### config.mk
export PLATFORM = sky130hd
export DESIGN_NAME = hps_reset_req_ctrl
export DESIGN_NICKNAME = d
export VERILOG_FILES = /design/src/rtl/hps_reset_pkg.sv /design/src/rtl/hps_reset_req_ctrl_key_debounce.sv /design/src/rtl/hps_reset_req_ctrl.sv
export SDC_FILE = /design/constraint.sdc
export NUM_CORES = 1
export LEC_CHECK = 0
export BUFFER_PORTS_ARGS = -buffer_cell sky130_fd_sc_hd__buf_2
export CAP_MARGIN = 0
export CORE_ASPECT_RATIO = 1.75
export CORE_MARGIN = 4
export CORE_UTILIZATION = 62
export DETAILED_ROUTE_END_ITERATION = 10
export PLACE_DENSITY = 0.85
export SYNTH_ARGS = -nofsm -noshare
export SYNTH_HDL_FRONTEND = slang
export SYNTH_SLANG_ARGS = --single-unit
### constraint.sdc
create_clock -name clk_clk -period 3.3 [get_ports clk_clk]
set_input_delay 0.165 -clock clk_clk [delete_from_list [all_inputs] [get_ports clk_clk]]
set_output_delay 0.165 -clock clk_clk [all_outputs]
set_load 0.01 [all_outputs]
### src/rtl/hps_reset_pkg.sv
// Shared types and default timing for the HPS reset-request sequencer.
package hps_reset_pkg;

    localparam logic [1:0] ST_POR     = 2'd0;
    localparam logic [1:0] ST_IDLE    = 2'd1;
    localparam logic [1:0] ST_ASSERT  = 2'd2;
    localparam logic [1:0] ST_HOLDOFF = 2'd3;

    typedef enum logic [1:0] {
        REQ_COLD,
        REQ_WARM,
        REQ_DEBUG
    } req_type_t;

    // Defaults assume a 50 MHz clock.
    localparam int DEF_DEBOUNCE_CYCLES   = 1000000;
    localparam int DEF_PULSE_CYCLES      = 64;
    localparam int DEF_HOLDOFF_CYCLES    = 4096;
    localparam int DEF_LONG_PRESS_CYCLES = 100000000;
    localparam int DEF_POR_COLD          = 0;
    localparam int DEF_POR_CYCLES        = 1024;

    function automatic int max3(input int a, input int b, input int c);
        int m;
        m = (a > b) ? a : b;
        return (m > c) ? m : c;
    endfunction

endpackage

### src/rtl/hps_reset_req_ctrl_key_debounce.sv
// Push-button conditioner: 2-FF synchroniser, stability counter, and a
// one-cycle pulse on each accepted press (debounced falling edge).
module key_debounce
    import hps_reset_pkg::*;
#(
    parameter int DEBOUNCE_CYCLES = DEF_DEBOUNCE_CYCLES
) (
    input  logic clk,
    input  logic rst,
    input  logic key_n,
    output logic level,
    output logic fall
);

    localparam int CNT_W = $clog2(DEBOUNCE_CYCLES + 1);

    logic             sync1_reg;
    logic             sync2_reg;
    logic [CNT_W-1:0] cnt_reg;
    logic             level_reg;
    logic             fall_reg;

    // Any sample agreeing with the accepted level restarts the count, so only
    // an uninterrupted run of the opposite level is accepted.
    always_ff @(posedge clk or posedge rst) begin
        if (rst) begin
            sync1_reg <= 1'b1;
            sync2_reg <= 1'b1;
            cnt_reg   <= '0;
            level_reg <= 1'b1;
            fall_reg  <= 1'b0;
        end else begin
            sync1_reg <= key_n;
            sync2_reg <= sync1_reg;
            fall_reg  <= 1'b0;
            if (sync2_reg == level_reg) begin
                cnt_reg <= '0;
            end else if (cnt_reg == CNT_W'(DEBOUNCE_CYCLES - 1)) begin
                level_reg <= sync2_reg;
                fall_reg  <= ~sync2_reg;
                cnt_reg   <= '0;
            end else begin
                cnt_reg <= cnt_reg + 1'b1;
            end
        end
    end

    assign level = level_reg;
    assign fall  = fall_reg;

endmodule

### src/rtl/hps_reset_req_ctrl.sv
// Fabric-side sequencer producing clean, prioritised, spaced active-low
// cold/warm/debug reset-request pulses for the HPS f2h reset inputs.
module hps_reset_req_ctrl
    import hps_reset_pkg::*;
#(
    parameter int DEBOUNCE_CYCLES   = DEF_DEBOUNCE_CYCLES,
    parameter int PULSE_CYCLES      = DEF_PULSE_CYCLES,
    parameter int HOLDOFF_CYCLES    = DEF_HOLDOFF_CYCLES,
    parameter int LONG_PRESS_CYCLES = DEF_LONG_PRESS_CYCLES,
    parameter int POR_COLD          = DEF_POR_COLD,
    parameter int POR_CYCLES        = DEF_POR_CYCLES
) (
    input  logic       clk_clk,
    input  logic       reset_reset,
    input  logic       key_warm_n,
    input  logic       key_debug_n,
    input  logic       sw_req_cold,
    input  logic       sw_req_warm,
    output logic       hps_cold_reset_req_n,
    output logic       hps_warm_reset_req_n,
    output logic       hps_debug_reset_req_n,
    output logic       busy,
    output logic [7:0] req_count
);

    localparam int TMR_MAX = max3(POR_CYCLES, PULSE_CYCLES, HOLDOFF_CYCLES);
    localparam int TMR_W   = $clog2(TMR_MAX + 1);
    localparam int LP_W    = $clog2(LONG_PRESS_CYCLES + 1);
    localparam logic [1:0] ST_START = (POR_COLD != 0) ? ST_POR : ST_IDLE;

    logic warm_level, warm_fall, debug_fall, debug_level_unused;

    key_debounce #(.DEBOUNCE_CYCLES(DEBOUNCE_CYCLES)) u_key_warm (
        .clk(clk_clk), .rst(reset_reset), .key_n(key_warm_n),
        .level(warm_level), .fall(warm_fall)
    );

    key_debounce #(.DEBOUNCE_CYCLES(DEBOUNCE_CYCLES)) u_key_debug (
        .clk(clk_clk), .rst(reset_reset), .key_n(key_debug_n),
        .level(debug_level_unused), .fall(debug_fall)
    );

    // Long press escalates once per press; releasing the key re-arms it.
    logic [LP_W-1:0] lp_cnt_reg;
    logic            lp_done_reg;
    logic            lp_hit;

    assign lp_hit = ~warm_level & ~lp_done_reg &
                    (lp_cnt_reg == LP_W'(LONG_PRESS_CYCLES - 1));

    always_ff @(posedge clk_clk or posedge reset_reset) begin
        if (reset_reset) begin
            lp_cnt_reg  <= '0;
            lp_done_reg <= 1'b0;
        end else if (warm_level) begin
            lp_cnt_reg  <= '0;
            lp_done_reg <= 1'b0;
        end else if (lp_hit) begin
            lp_done_reg <= 1'b1;
        end else if (!lp_done_reg) begin
            lp_cnt_reg <= lp_cnt_reg + 1'b1;
        end
    end

    logic [1:0]       state_reg, state_next;
    logic [TMR_W-1:0] timer_reg, timer_next;
    logic [7:0]       count_reg, count_next;
    logic             cold_n_reg, cold_n_next;
    logic             warm_n_reg, warm_n_next;
    logic             debug_n_reg, debug_n_next;
    logic             pend_cold_reg, pend_warm_reg, pend_debug_reg;
    logic             clr_cold, clr_warm, clr_debug, por_done;
    req_type_t        sel_type;

    always_comb begin
        if (pend_cold_reg)      sel_type = REQ_COLD;
        else if (pend_warm_reg) sel_type = REQ_WARM;
        else                    sel_type = REQ_DEBUG;
    end

    always_comb begin
        state_next   = state_reg;
        timer_next   = timer_reg;
        count_next   = count_reg;
        cold_n_next  = cold_n_reg;
        warm_n_next  = warm_n_reg;
        debug_n_next = debug_n_reg;
        clr_cold     = 1'b0;
        clr_warm     = 1'b0;
        clr_debug    = 1'b0;
        por_done     = 1'b0;
        case (state_reg)
            ST_POR: begin
                if (timer_reg == TMR_W'(POR_CYCLES - 1)) begin
                    por_done   = 1'b1;
                    state_next = ST_IDLE;
                    timer_next = '0;
                end else begin
                    timer_next = timer_reg + 1'b1;
                end
            end
            ST_IDLE: begin
                if (pend_cold_reg | pend_warm_reg | pend_debug_reg) begin
                    // A cold reset subsumes any lesser request already queued.
                    clr_cold     = (sel_type == REQ_COLD);
                    clr_warm     = (sel_type == REQ_COLD) || (sel_type == REQ_WARM);
                    clr_debug    = (sel_type == REQ_COLD) || (sel_type == REQ_DEBUG);
                    cold_n_next  = (sel_type != REQ_COLD);
                    warm_n_next  = (sel_type != REQ_WARM);
                    debug_n_next = (sel_type != REQ_DEBUG);
                    count_next   = count_reg + 1'b1;
                    state_next   = ST_ASSERT;
                    timer_next   = '0;
                end
            end
            ST_ASSERT: begin
                if (timer_reg == TMR_W'(PULSE_CYCLES - 1)) begin
                    cold_n_next  = 1'b1;
                    warm_n_next  = 1'b1;
                    debug_n_next = 1'b1;
                    state_next   = ST_HOLDOFF;
                    timer_next   = '0;
                end else begin
                    timer_next = timer_reg + 1'b1;
                end
            end
            default: begin
                if (timer_reg == TMR_W'(HOLDOFF_CYCLES - 1)) begin
                    state_next = ST_IDLE;
                    timer_next = '0;
                end else begin
                    timer_next = timer_reg + 1'b1;
                end
            end
        endcase
    end

    // New events are OR-ed in after the clear so a same-cycle request survives.
    always_ff @(posedge clk_clk or posedge reset_reset) begin
        if (reset_reset) begin
            state_reg      <= ST_START;
            timer_reg      <= '0;
            count_reg      <= '0;
            cold_n_reg     <= 1'b1;
            warm_n_reg     <= 1'b1;
            debug_n_reg    <= 1'b1;
            pend_cold_reg  <= 1'b0;
            pend_warm_reg  <= 1'b0;
            pend_debug_reg <= 1'b0;
        end else begin
            state_reg      <= state_next;
            timer_reg      <= timer_next;
            count_reg      <= count_next;
            cold_n_reg     <= cold_n_next;
            warm_n_reg     <= warm_n_next;
            debug_n_reg    <= debug_n_next;
            pend_cold_reg  <= (pend_cold_reg & ~clr_cold) | sw_req_cold | lp_hit | por_done;
            pend_warm_reg  <= (pend_warm_reg & ~clr_warm) | sw_req_warm | warm_fall;
            pend_debug_reg <= (pend_debug_reg & ~clr_debug) | debug_fall;
        end
    end

    assign hps_cold_reset_req_n  = cold_n_reg;
    assign hps_warm_reset_req_n  = warm_n_reg;
    assign hps_debug_reset_req_n = debug_n_reg;
    assign busy                  = (state_reg != ST_IDLE);
    assign req_count             = count_reg;

endmodule

==> qor.yml <==
logic_synthesis:
  synthAdderAreaFrac: 0.0237
  muxShareOfSynthArea: 0.0166
  yosysMostFrequentCell: "dfrtp_1"
  netlist.top_cell.by_area: "dfrtp_1"
  syn_inst: 542
  synth_top_family_by_area: "simple AND/OR/NAND/NOR gates"
  synthTopCellsByCount: "95 x dfrtp_1, 61 x nor2_1, 49 x nand2_1"
  synth-edff-count: 0
  ys_ff_latch: 105
  netlist-cell-type-count: 48
  ys_warn_count: 0
  synth_nets: 558
  synthArstFlopShare: 1.00
  synth-main-ff-cell: "dfrtp_1"
  synthesis.area_um2: 5280
  yosysTopAreaCellShare: 0.450
  synthSimpleGateAreaFrac: 0.275
  syn_area_per_cell_um2: 9.75
  yosysSeqAreaShare: 0.500
  ys_top_cells_by_area: "dfrtp_1 45%, xor2_1 5.3%, dfstp_2 5.0%, nor2_1 4.3%, nand2_1 3.5%"
  synth_compound_area_frac: 0.0746
  synthXorXnorAreaFrac: 0.0845
timing:
  fmax_mhz: 379
  fin_hold_ws_ns: 0.0566
  rsz0062_at_grt: "false"
  finalMaxSlewViolations: 0
  finalWorstSetupSlack_ns: 0.661
  setup_viol: 0
  period_share: 0.800
  fin_worst_skew_ns: 0.00704
  maxSlewHeadroom: 0.448
  worst_pin_slew_ns: 0.820
  post-route-min-period_ns: 2.64
  finalSetupTns_ns: 0
  hold_viol_final: 0
detailed_routing:
  wl_met1_um: 4300
  post-route-drc-count: 0
  routed-via-count: 4208
  dr_wl_met2_um: 6160
  wirelength_um: 11200
  topRoutingLayerUsed: "met4"
  antenna_left: 0
  met3_length_um: 383
  drt_iter0_markers: 206
  drt-wirelength-per-cell_um: 16.5
  vias_per_cell: 6.22
  dr.pass1.iters: 6
grt:
  grt_antenna_before_repair: 0
  grt_pass1_wl_um: 19200
  grt_max_degree: 63
  gr-total-overflow: 0
  grt_pass1_vias: 4367
  track_usage: 0.236
setup_path:
  critPathSlowestCell: "a221o_1"
  worstSetupPathType: "reg -> reg"
  cp_max_fo: 12
  end_kind: "register"
  start_kind: "register"
  cpLargestDelayFamily: "simple AND/OR/NAND/NOR gates"
  r2r_start: "timer_reg[0]$_DFFE_PP0P_"
  path_depth: 6
  reg2reg_slack_ns: 0.66
  critical-path-max-stage-delay_ns: 0.55
  worstPathCellList: "ha_1, or4b_1, or3_1, a221o_1, nand3_2, o311ai_1"
  r2r_end: "timer_reg[8]$_DFFE_PP0P_"
  crit_arrival_ns: 2.85
  critPathLaunch: "timer_reg[0]$_DFFE_PP0P_"
  worst-path-buf-inv: 0
  worstPathRequired_ns: 3.51
  crit_path_end: "timer_reg[8]$_DFFE_PP0P_"
  worstRegToRegCells: 6
power:
  irDropWorstVdd_uv: 341
  powerDensity_nw_per_um2: 407
  p_leak_nw: 2.44
cells_and_area:
  largest_reg_flops: 27
  n_antenna_cell: 0
  final_util: 0.692
  nets: 573
  syn2layout_area_growth_pct: 8.90
  drive_above_1_share: 0.103
clock_network:
  numCtsBuffers: 9
  cts.clk_slew.worst_paths_ns: 0.07
  post_cts_resized: 0
  cts.hold.buffers_added: 3
  cts.sinks: 105
  clk_path_buf_depth: 2
  htree_levels: 3
  post_cts_buffers: 0
  cts_root_buf: "clkbuf_16"
  clk_latency_ns: 0.35
  cts_tree: "yes"
die:
  start_util: 0.636
  ios: 18
  row_count: 44
  core-area_um2: 8310
  die_w_um: 77.8
  dieArea_um2: 10100
  fp.dieH_um: 130
run:
  drv_cap: 0
placed_design:
  gp_routability_congestion: 0.904
  io_buffers: 17
  place_worst_setup_slack_ns: 0.702
  post-dp-hpwl_um: 7590
min_path:
  min_path_type: "in -> reg"
status:
  status: "completed"
-- worst min path at each step --
stage / from / to / slack [ns] / cells after the start
final: sw_req_warm / pend_warm_reg$_DFF_PP0_ / 0.06 / 3
after CTS: sw_req_warm / pend_warm_reg$_DFF_PP0_ / 0.05 / 3
after global placement: key_warm_n / u_key_warm.sync1_reg$_DFF_PP1_ / 0.27 / 1
after global routing: sw_req_warm / pend_warm_reg$_DFF_PP0_ / 0.07 / 3
after floorplan: key_debug_n / u_key_debug.sync1_reg$_DFF_PP1_ / 0.17 / 0
after detailed placement: key_debug_n / u_key_debug.sync1_reg$_DFF_PP1_ / 0.27 / 1
-- metal layers --
| layer | vias up | GRT usage |
|---|---|---|
| met5 | - | 0 |
| met4 | 0 | 0.115 |
| met3 | 27 | 0.0387 |
| met2 | 125 | 0.432 |
| met1 | 2079 | 0.264 |
| li1 | 1977 | - |
-- cells in the final DEF (no fill, tap or decap), types with 2 or more instances in the layout --
cell type      instances
nor2b_1                4
xor2_1                32
mux2i_1                2
dfstp_2               10
buf_2                 17
dlygate4sd3_1          3
nand4_1               22
o31ai_1                8
mux2_2                 6
nor2_1                61
inv_1                 11
nand3_1               36
o21a_1                 2
a31oi_1                2
clkbuf_16              9
a21oi_1               19
ha_1                  10
nand3b_1               6
or3_1                 14
nand4b_1               5
o21ai_0               19
or4_1                  8
o22ai_1                2
and3_1                11
and2_1                 2
buf_4                  4
dfrtp_1               95
nand2_1               49
xnor2_1               19
o311ai_1               4
clkinv_2               4
nor4bb_1               2
or2_2                  2
nor4b_1                5
nor4_1                12
nor3_1                13
nand2b_1               5
and4_1                10
-- area by class of cell --
type | count | area [um^2]
Sequential cell | 105 | 2640
Multi-Input combinational cell | 405 | 2510
Fill cell | 615 | 2560
Timing Repair Buffer | 24 | 145
Clock inverter | 4 | 20.0
Tap cell | 115 | 144
Inverter | 12 | 47.5
Clock buffer | 11 | 243
-- power breakdown --
group,internal [mW],leakage (nW),switching (mW)
Sequential,1.30,1.39,0.00980
Combinational,0.0135,0.921,0.0397
Clock,0.524,0.135,0.460
-- logic make-up (layout without fill, tap and decap cells) --
group	count (synthesis)	in the layout
flip-flops	105	105
AO/OA/AOI/OAI	64	64
multiplexers	8	8
adder cells (fa/ha/maj)	10	10
buffers and inverters	32	51
XOR/XNOR	51	51
AND/OR/NAND/NOR	272	272
-- per-stage QoR --
stage                     area, um^2  std cells  power [mW]
after floorplan                 5280        542        1.36
after global placement          5460        658        1.38
after detailed placement        5460        658        1.38
after CTS                       5750        676        2.35
after global routing            5750        676        2.42
final                           5750        676        2.34
-- worst min-delay path, delay by kind of cell --
| kind | cells | cell delay (ns) |
|---|---|---|
| simple gates | 1 | 0.05 |
| compound gates | 1 | 0.06 |
| buf+inv | 1 | 0.09 |
(Power assumes the default switching activity.)
